==> src/rtl/uart_irq_baud_monitor.sv <==
// uart_irq_baud_monitor
//
// Receive-side observer for a UART's interrupt and baud clock outputs.
// Both inputs are asynchronous to CLK and are synchronised first. IRQ rising
// edges become a sticky pending flag with an acknowledge handshake, plus a
// saturating edge counter. The baud_out period is measured in CLK cycles, and
// lock is reported once STABLE_N consecutive equal periods have been seen.
//
// Ports:
//   CLK           clock, all logic on the rising edge
//   RST           synchronous active-high reset
//   IRQ           UART interrupt request (async)
//   baud_out      UART baud clock (async)
//   irq_ack       host acknowledge, clears irq_pending
//   irq_level     synchronised IRQ level
//   irq_pending   sticky flag, set on an IRQ rising edge
//   irq_rise_cnt  saturating count of IRQ rising edges
//   baud_period   last measured baud_out period in CLK cycles
//   baud_valid    one-cycle pulse when baud_period updates
//   baud_locked   STABLE_N consecutive equal periods seen
//   baud_timeout  sticky flag, period counter saturated without an edge

module uart_irq_baud_monitor #(
  parameter int SYNC_STAGES = 2,
  parameter int PERIOD_W    = 16,
  parameter int CNT_W       = 8,
  parameter int STABLE_N    = 4
) (
  input  logic                CLK,
  input  logic                RST,
  input  logic                IRQ,
  input  logic                baud_out,
  input  logic                irq_ack,
  output logic                irq_level,
  output logic                irq_pending,
  output logic [CNT_W-1:0]    irq_rise_cnt,
  output logic [PERIOD_W-1:0] baud_period,
  output logic                baud_valid,
  output logic                baud_locked,
  output logic                baud_timeout
);

  localparam int STAB_W = $clog2(STABLE_N + 1);

  localparam logic [PERIOD_W-1:0] PCNT_MAX = '1;
  localparam logic [PERIOD_W-1:0] PCNT_ONE = {{(PERIOD_W-1){1'b0}}, 1'b1};
  localparam logic [CNT_W-1:0]    CNT_MAX  = '1;
  localparam logic [CNT_W-1:0]    CNT_ONE  = {{(CNT_W-1){1'b0}}, 1'b1};
  localparam logic [STAB_W-1:0]   STAB_MAX = STAB_W'(STABLE_N);
  localparam logic [STAB_W-1:0]   STAB_ONE = {{(STAB_W-1){1'b0}}, 1'b1};

  typedef enum logic {IDLE, MEASURE} state_t;

  logic [SYNC_STAGES-1:0] irq_sync;
  logic [SYNC_STAGES-1:0] baud_sync;
  logic                   irq_d;
  logic                   baud_d;
  logic                   irq_s;
  logic                   baud_s;
  logic                   irq_rise;
  logic                   baud_rise;

  state_t                 state;
  state_t                 state_next;
  logic [PERIOD_W-1:0]    pcnt;
  logic [STAB_W-1:0]      stab;
  logic                   start;
  logic                   capture;
  logic                   expire;

  // Synchroniser chains plus one extra registered copy for edge detection.
  always_ff @(posedge CLK) begin
    if (RST) begin
      irq_sync  <= '0;
      baud_sync <= '0;
      irq_d     <= 1'b0;
      baud_d    <= 1'b0;
    end else begin
      irq_sync  <= {irq_sync[SYNC_STAGES-2:0], IRQ};
      baud_sync <= {baud_sync[SYNC_STAGES-2:0], baud_out};
      irq_d     <= irq_s;
      baud_d    <= baud_s;
    end
  end

  assign irq_s     = irq_sync[SYNC_STAGES-1];
  assign baud_s    = baud_sync[SYNC_STAGES-1];
  assign irq_rise  = irq_s & ~irq_d;
  assign baud_rise = baud_s & ~baud_d;
  assign irq_level = irq_s;

  // Pending flag: a new rising edge takes priority over an acknowledge in
  // the same cycle, so an interrupt is never lost. The edge counter is
  // independent of the handshake and sticks at its maximum.
  always_ff @(posedge CLK) begin
    if (RST) begin
      irq_pending  <= 1'b0;
      irq_rise_cnt <= '0;
    end else begin
      if (irq_rise) begin
        irq_pending <= 1'b1;
      end else if (irq_ack) begin
        irq_pending <= 1'b0;
      end
      if (irq_rise && (irq_rise_cnt != CNT_MAX)) begin
        irq_rise_cnt <= irq_rise_cnt + CNT_ONE;
      end
    end
  end

  // Baud FSM state register.
  always_ff @(posedge CLK) begin
    if (RST) begin
      state <= IDLE;
    end else begin
      state <= state_next;
    end
  end

  // Next state: the first edge opens a measurement; saturation without an
  // edge abandons it. An edge in the saturating cycle still counts.
  always_comb begin
    state_next = state;
    case (state)
      IDLE:    if (baud_rise) state_next = MEASURE;
      MEASURE: if (!baud_rise && (pcnt == PCNT_MAX)) state_next = IDLE;
      default: state_next = IDLE;
    endcase
  end

  // FSM strobes driving the measurement datapath.
  always_comb begin
    start   = 1'b0;
    capture = 1'b0;
    expire  = 1'b0;
    case (state)
      IDLE:    start = baud_rise;
      MEASURE: begin
        capture = baud_rise;
        expire  = !baud_rise && (pcnt == PCNT_MAX);
      end
      default: ;
    endcase
  end

  // Period counter and result registers. pcnt restarts at 1 on an edge so
  // that a baud_out period of P cycles captures exactly P. On expiry the
  // stability history is dropped but the last good period is kept.
  always_ff @(posedge CLK) begin
    if (RST) begin
      pcnt         <= '0;
      baud_period  <= '0;
      baud_valid   <= 1'b0;
      baud_timeout <= 1'b0;
      stab         <= '0;
    end else begin
      baud_valid <= capture;
      if (start || capture) begin
        pcnt <= PCNT_ONE;
      end else if (expire) begin
        pcnt <= '0;
      end else if (state == MEASURE) begin
        pcnt <= pcnt + PCNT_ONE;
      end

      if (capture) begin
        baud_period <= pcnt;
        // stab==0 marks the first measurement after IDLE, which must not
        // be compared against a stale period.
        if ((stab != '0) && (pcnt == baud_period)) begin
          if (stab != STAB_MAX) stab <= stab + STAB_ONE;
        end else begin
          stab <= STAB_ONE;
        end
      end

      if (expire) begin
        baud_timeout <= 1'b1;
        stab         <= '0;
      end
    end
  end

  assign baud_locked = (stab == STAB_MAX);

endmodule
==> config.mk <==
export PLATFORM = sky130hd
export DESIGN_NAME = uart_irq_baud_monitor
export DESIGN_NICKNAME = d
export VERILOG_FILES = /design/src/rtl/uart_irq_baud_monitor.sv
export SDC_FILE = /design/constraint.sdc
export NUM_CORES = 1
export LEC_CHECK = 0
export CELL_PAD_IN_SITES_DETAIL_PLACEMENT = 0
export CELL_PAD_IN_SITES_GLOBAL_PLACEMENT = 2
export CORE_MARGIN = 2
export CORE_UTILIZATION = 30
export CTS_BUF_LIST = sky130_fd_sc_hd__clkbuf_4 sky130_fd_sc_hd__clkbuf_8
export DETAILED_ROUTE_END_ITERATION = 8
export GPL_ROUTABILITY_DRIVEN = 0
export PLACE_DENSITY_LB_ADDON = 0.05
export SLEW_MARGIN = 20
export SYNTH_ARGS = -nofsm -noshare
export SYNTH_HDL_FRONTEND = slang
export SYNTH_SLANG_ARGS = --single-unit
export TNS_END_PERCENT = 10
==> constraint.sdc <==
create_clock -name CLK -period 2.2 [get_ports CLK]
set_input_delay 0.44 -clock CLK [delete_from_list [all_inputs] [get_ports CLK]]
set_output_delay 0.44 -clock CLK [all_outputs]
set_load 0.01 [all_outputs]
### Word level (Yosys, flattened, before mapping)

Index checks and enable logic that the tools add are counted.

* input bits: 5
* flip-flop bits (word level): 53
* logic and storage cells: 51

* reduce and logical (&&, ||, !) cells: 11
* add/sub/neg operators: 3
* multiplexer cells: 13
* bitwise operators: 5
* equality and inequality tests: 6

Operators by type and width (number)
* $add 16x1->16 const B: 1
* $eq 16x16->1: 1
* $eq 16x16->1 const B: 1
* $mux 1: 10
* $add 8x1->8 const B: 1
* $ne 8x8->1 const B: 1
* $mux 3: 2
* $reduce_bool 3->1: 2
* $add 3x1->3 const B: 1
* $eq 3x3->1 const B: 1
* $logic_and 1x1->1: 3
* $ne 3x3->1 const B: 1
* $not 1->1: 3
* $reduce_or 3->1: 1
* $and 1x1->1: 2
* $ne 2x1->1 const B: 1
* $pmux 1 s2: 1
* $reduce_and 2->1: 1
* $reduce_bool 2->1: 1
* $reduce_or 2->1: 1
* $logic_not 1->1: 1
* $logic_or 1x1->1: 1

### Logic depth before layout (Yosys ltp)

Gate-level depths: netlist of run 1.

* depth in word-level cells: 7
* gate-level depth with buffers: 7
* gate-level depth less buffers: 6

### Worst setup path before layout of run 1

Ideal clock, no wire load.

* path type: register to register
* start: register pcnt[0]
* end: register stab[1]
* period minus slack after synthesis: 1.713 ns
* setup slack: 0.487 ns
* arrival: 1.596 ns
* buffers on the path: 0
* data required time: 2.083 ns
* cell stages (with the launch flop): 7
* cell sequence: dfxtp_1 -> ha_1 -> nand4_1 -> nor4_4 -> a21oi_2 -> and2_0 -> a32o_1

* word-level cells in the longest chain between the ends: 4
* elaborated cells between the ends (all ways): 9

Ends and longest elaborated chain
* start, declared: line 65 `logic [PERIOD_W-1:0] pcnt;`
* start signal, assigned: line 163 `pcnt <= pcnt + PCNT_ONE;`
* $eq 16x16->1, on equally long branches: line 170, 140
* $logic_and 1x1->1, on equally long branches: line 170, 140
* $ne 2x1->1 (no source line) / $mux 1 (equally long branches)
* $reduce_and 2->1 (no source line) / $reduce_or 2->1 (equally long branches)
* end signal, assigned: line 171 `if (stab != STAB_MAX) stab <= stab + STAB_ONE;`
* end, declared: line 66 `logic [STAB_W-1:0] stab;`

Several ways; a longest one is shown, not always the timed one.
A chain may end at the register's enable or synchronous reset.

### Final worst setup path of run 1

* start: register stab[0]
* end: output port baud_locked

* word-level cells in the longest chain between the ends: 1

Ends and longest elaborated chain
* $eq 3x3->1: line 184 `assign baud_locked = (stab == STAB_MAX);`
* end, declared: line 39 `output logic baud_locked,`

Every way passes these cells.

==> results of run 1 <==
cells by family (layout without fill, tap and decap cells):
kind of cell	Yosys count	in the layout
AOI/OAI and AO/OA	31	31
xor gates and xnor gates	36	36
adders and majority gates	4	4
buffers and inverters	19	56
DFF	53	53
muxes	3	3
and+or+nand+nor	115	115
power breakdown:
group | total [mW] | internal, mW | leakage (nW) | switching, mW
Sequential | 0.978 | 0.969 | 0.428 | 0.00905
Clock | 0.713 | 0.384 | 0.0619 | 0.329
Combinational | 0.0665 | 0.0302 | 0.610 | 0.0363
sequential cells by signal, indices dropped and copies added (netlist names):
register	count
baud_period	16
pcnt	16
irq_rise_cnt	8
stab	3
baud_sync	2
irq_sync	2
baud_d	1
baud_timeout	1
baud_valid	1
irq_d	1
irq_pending	1
state	1
path summary, 6_finish.rpt:
check	cells after the start	endpoint	slack (ns)
worst min register to register	1	irq_sync[1]$_SDFF_PP0_	0.45
worst max register to register	6	pcnt[12]$_SDFFE_PP0P_	0.23
worst max-delay path	5	baud_locked	0.17
worst min-delay path	1	irq_sync[1]$_SDFF_PP0_	0.45
cells in the final DEF (no fill, tap or decap):
cell / n
sky130_fd_sc_hd__clkdlybuf4s50_1: 33
sky130_fd_sc_hd__or3_1: 1
sky130_fd_sc_hd__nor3b_1: 1
sky130_fd_sc_hd__nand4_4: 1
sky130_fd_sc_hd__nor4_4: 1
sky130_fd_sc_hd__a21oi_2: 1
sky130_fd_sc_hd__dfxtp_1: 53
sky130_fd_sc_hd__and2_0: 1
sky130_fd_sc_hd__nor2b_1: 7
sky130_fd_sc_hd__and2_1: 1
sky130_fd_sc_hd__nor3_1: 1
sky130_fd_sc_hd__nand4_1: 8
sky130_fd_sc_hd__and4_1: 1
sky130_fd_sc_hd__bufinv_16: 1
sky130_fd_sc_hd__a31oi_1: 1
sky130_fd_sc_hd__nand2_1: 42
sky130_fd_sc_hd__o21ai_0: 1
sky130_fd_sc_hd__inv_1: 7
sky130_fd_sc_hd__xnor2_1: 10
sky130_fd_sc_hd__a21oi_1: 22
sky130_fd_sc_hd__o31ai_1: 2
sky130_fd_sc_hd__xor2_1: 26
sky130_fd_sc_hd__nand2b_1: 3
sky130_fd_sc_hd__buf_4: 8
sky130_fd_sc_hd__nand2_2: 1
sky130_fd_sc_hd__nor4_1: 5
sky130_fd_sc_hd__ha_1: 4
sky130_fd_sc_hd__o22ai_1: 1
sky130_fd_sc_hd__mux2i_1: 3
sky130_fd_sc_hd__clkbuf_4: 1
sky130_fd_sc_hd__a32o_1: 1
sky130_fd_sc_hd__a311oi_1: 1
sky130_fd_sc_hd__and3b_1: 1
sky130_fd_sc_hd__and3_1: 5
sky130_fd_sc_hd__a41oi_2: 1
sky130_fd_sc_hd__clkbuf_8: 6
sky130_fd_sc_hd__nand3_1: 6
sky130_fd_sc_hd__nor2_1: 29
worst max-delay path: stages (launching register included):
cell and delay, ns:
sky130_fd_sc_hd__dfxtp_1 0.33, sky130_fd_sc_hd__inv_1 0.07, sky130_fd_sc_hd__ha_1 0.19, sky130_fd_sc_hd__nand2_1 0.08, sky130_fd_sc_hd__inv_1 0.08, sky130_fd_sc_hd__clkdlybuf4s50_1 0.53
layout make-up:
class                   count  area (um^2)  share of cell area, %
multi-input cells         189         1150                   40.1
flip-flops and latches     53         1060                   36.9
repair buffers             41          390                   13.6
well taps                  99          124                   4.31
clock buffers               7         90.1                   3.14
clock inverters             1         30.0                   1.05
inverters                   7         26.3                  0.915
stage by stage:
stage	power, mW	hold slack (ns)	cell area [um^2]	utilization (%)	std cells
final	1.76	0.450	2870	39.2	397
after CTS	1.78	0.455	2870	39.2	397
after detailed placement	1.07	0.427	2750	37.5	389
after global routing	1.83	0.459	2870	39.2	397
after floorplan	1.04	0.414	2290	-	261
after global placement	1.07	0.423	2750	37.5	389
routing by layer:
metal	wire length [um]	up-vias	track usage [%]	share of wire [%]
met3	162	8	3.07	3.2
met5	0	-	0	0
met2	2330	24	20.6	46
met1	2510	842	17.2	49
li1	-	938	-	-
met4	74	0	4.55	1.5
==> results, run 1 <==
- The run finished with clean final reports.
- The maximum number of pins on one net before global-route repair is 21.
- The initial utilization of the core area, before any placement, comes to 31.3%.
- The library cell occupying the most area in the post-synthesis netlist is sky130_fd_sc_hd__dfxtp_1.
- The sequential share of the synthesized area is a little under half.
- For this block, the initial DRC count from the detailed router was 58.
- The number of hold-slack violations in the final timing report is 0.
- The final sum of negative setup slack is 0 ns.
- The pre-CTS worst setup slack is approximately 0.22 ns.
- Clock latency on the worst-skew pair, taken at its later pin, is roughly 0.31 ns.
- For this run, the leading register cell type out of synthesis is sky130_fd_sc_hd__dfxtp_1.
- Yosys attributes the largest share of cell area to sky130_fd_sc_hd__dfxtp_1 (46%), sky130_fd_sc_hd__xor2_1 (9.9%), sky130_fd_sc_hd__nand2_1 (6.9%), sky130_fd_sc_hd__a21oi_1 (4.8%), sky130_fd_sc_hd__nor2_1 (4.7%).
- The max-cap violation count is 0.
- The share of synthesized flip-flops with an asynchronous set or reset is 0%.
- The static power due to leakage is between 1 and 1.5 nW.
- In this run the tightest slew margin relative to its limit is 65.6%.
- Synthesis handed over a netlist of 261 instances.
- The detailed-route vias per instance is 4.56.
- The complex-gate fraction of the synthesized area is 8.13%.
- The start point of the critical path is stab[0]$_SDFFE_PP0P_.
- Input and output buffers added on the ports amount to 33.
- The post-layout worst setup margin is roughly 0.17 ns.
- The number of antenna violations at the first check in global routing came to 0.
- The count of endpoints failing setup in the final report is 0.
- The largest vdd supply drop is between 0.0002 and 0.00025 V.
- The highest achievable clock rate is between 400 and 500 MHz.
- The count of nets left with antenna violations once routing finished came out at 0.
- The layout cell share with drive strength beyond 1 is between 7 and 8%.
- Before antenna repair, the detailed router went through 4 iterations.
- The area enclosed by the die boundary is between 0.008 and 0.009 mm^2.
- Counting I/O delays and the setup requirement, the final critical path takes between 2 and 2.5 ns.
- The number of max-slew violations in the final report is 0.
- The number of buffers inserted to repair setup after CTS is 0.
- Once the clock tree was built, the resizer swapped 0 gates to a different size.
- In this run the worst path has a maximum fanout of 3.
- Synthesis instantiated 38 different standard cells from the library.
- The reg-to-reg critical path startpoint is pcnt[0]$_SDFFE_PP0P_.
- For this run the aggregate overflow at the end of global routing stands at 0.
- By area, the combinational part of the netlist is dominated by simple AND/OR/NAND/NOR gates.
- After detailed routing, the total wire length is 5070 um.
- Setup repair after global routing left no endpoint under its margin.
- The hold buffer count at CTS is 0.
- The number of placed I/O pins is 34.
- The period utilization is slightly above 90%.
- In this run the power density over the cells is slightly above 600 mW/mm^2.
- In this run, CTS created clock tree buffers numbering 5.
- sky130_fd_sc_hd__dfxtp_1 is the most common cell in the netlist.
- The overall routing resource usage is between 10 and 15%.
- Of the total synthesized cell area, the portion taken by AND, OR, NAND and NOR gates is 24.8%.
- The worst hold path begins at irq_sync[0]$_SDFF_PP0_.
- The adder-cell share of the synthesized area is approximately 2.2%.
- The total core area is 0.00733 mm^2.
- The filler cell count in the final layout is 755.
- For the final database, setup skew stands at between 0.006 and 0.007 ns.
- The level count of the clock H-tree is 2.
- The first global-routing pass estimated ~8600 um of wire.
- The number of placement rows is 31.
- The critical setup path kind is flop to output pin.
- The number of global-route vias before repair is about 1.7k.
- From synthesis to final layout, the design area changed by 25.3%.
- In the synthesized netlist, mux cells make up approximately 1.3% of the area.
- The number of antenna repair diodes is 0.
- The commonest cells after synthesis are sky130_fd_sc_hd__dfxtp_1 (53), sky130_fd_sc_hd__nand2_1 (42), sky130_fd_sc_hd__nor2_1 (29), sky130_fd_sc_hd__xor2_1 (26), sky130_fd_sc_hd__a21oi_1 (22).
- The number of enable-type register cells in the synthesized netlist is 0.
- The detailed-route via count is approximately 1.8k.
- After the last flow step, the layout net total stands at a little over 300.
- The clock-pin slew of the registers on the worst-case setup and hold paths is approximately 0.09 ns.
- The clock root buffer is sky130_fd_sc_hd__clkbuf_8.
- The vertical die dimension is 91.4 um.
- The synthesis warning total is 0.
- The mean area per synthesized cell is just under 9 um^2.
- The critical path data required time is ~1.8 ns.
- The worst setup path is launched from a flop.
- Counting flops and latches in the post-synthesis netlist gives between 50 and 60.
- CTS saw 53 sinks.
- The longest clock path from root to sink contains 2 buffers.
- Detailed placement finished with a half-perimeter wire length of between 3000 and 4000 um.
- The XOR/XNOR share of the synthesized area is between 10% and 20%.
- After detailed routing, the average wire length per cell comes to roughly 13 um.
- In the routed design, unresolved DRC markers number 0.
- In this run the worst hold path is classified as flop to flop.
- The horizontal extent of the die is around 90 um.
- For the worst setup path, the data arrival time is between 1.5 and 2 ns.
- The transition time at the pin with the least slew margin is 0.512 ns.
- Summed over its instances, the top area cell type makes up a little under half of the synthesized netlist area.
- When the netlist entered floorplanning its net count stood at between 200 and 300.
- The mapped netlist covers between 0.002 and 0.0025 mm^2.
- TritonCTS built the clock tree.
- The kind of end point of the critical path is an output pin.
Note: power is estimated with default switching activity, not from simulation.
==> inputs of run 2 (changes only) <==
SKIP_CTS_REPAIR_TIMING = 1   (was default)
==> results of run 2 <==
Final layout, timing and power as in run 1 (identical DEF).
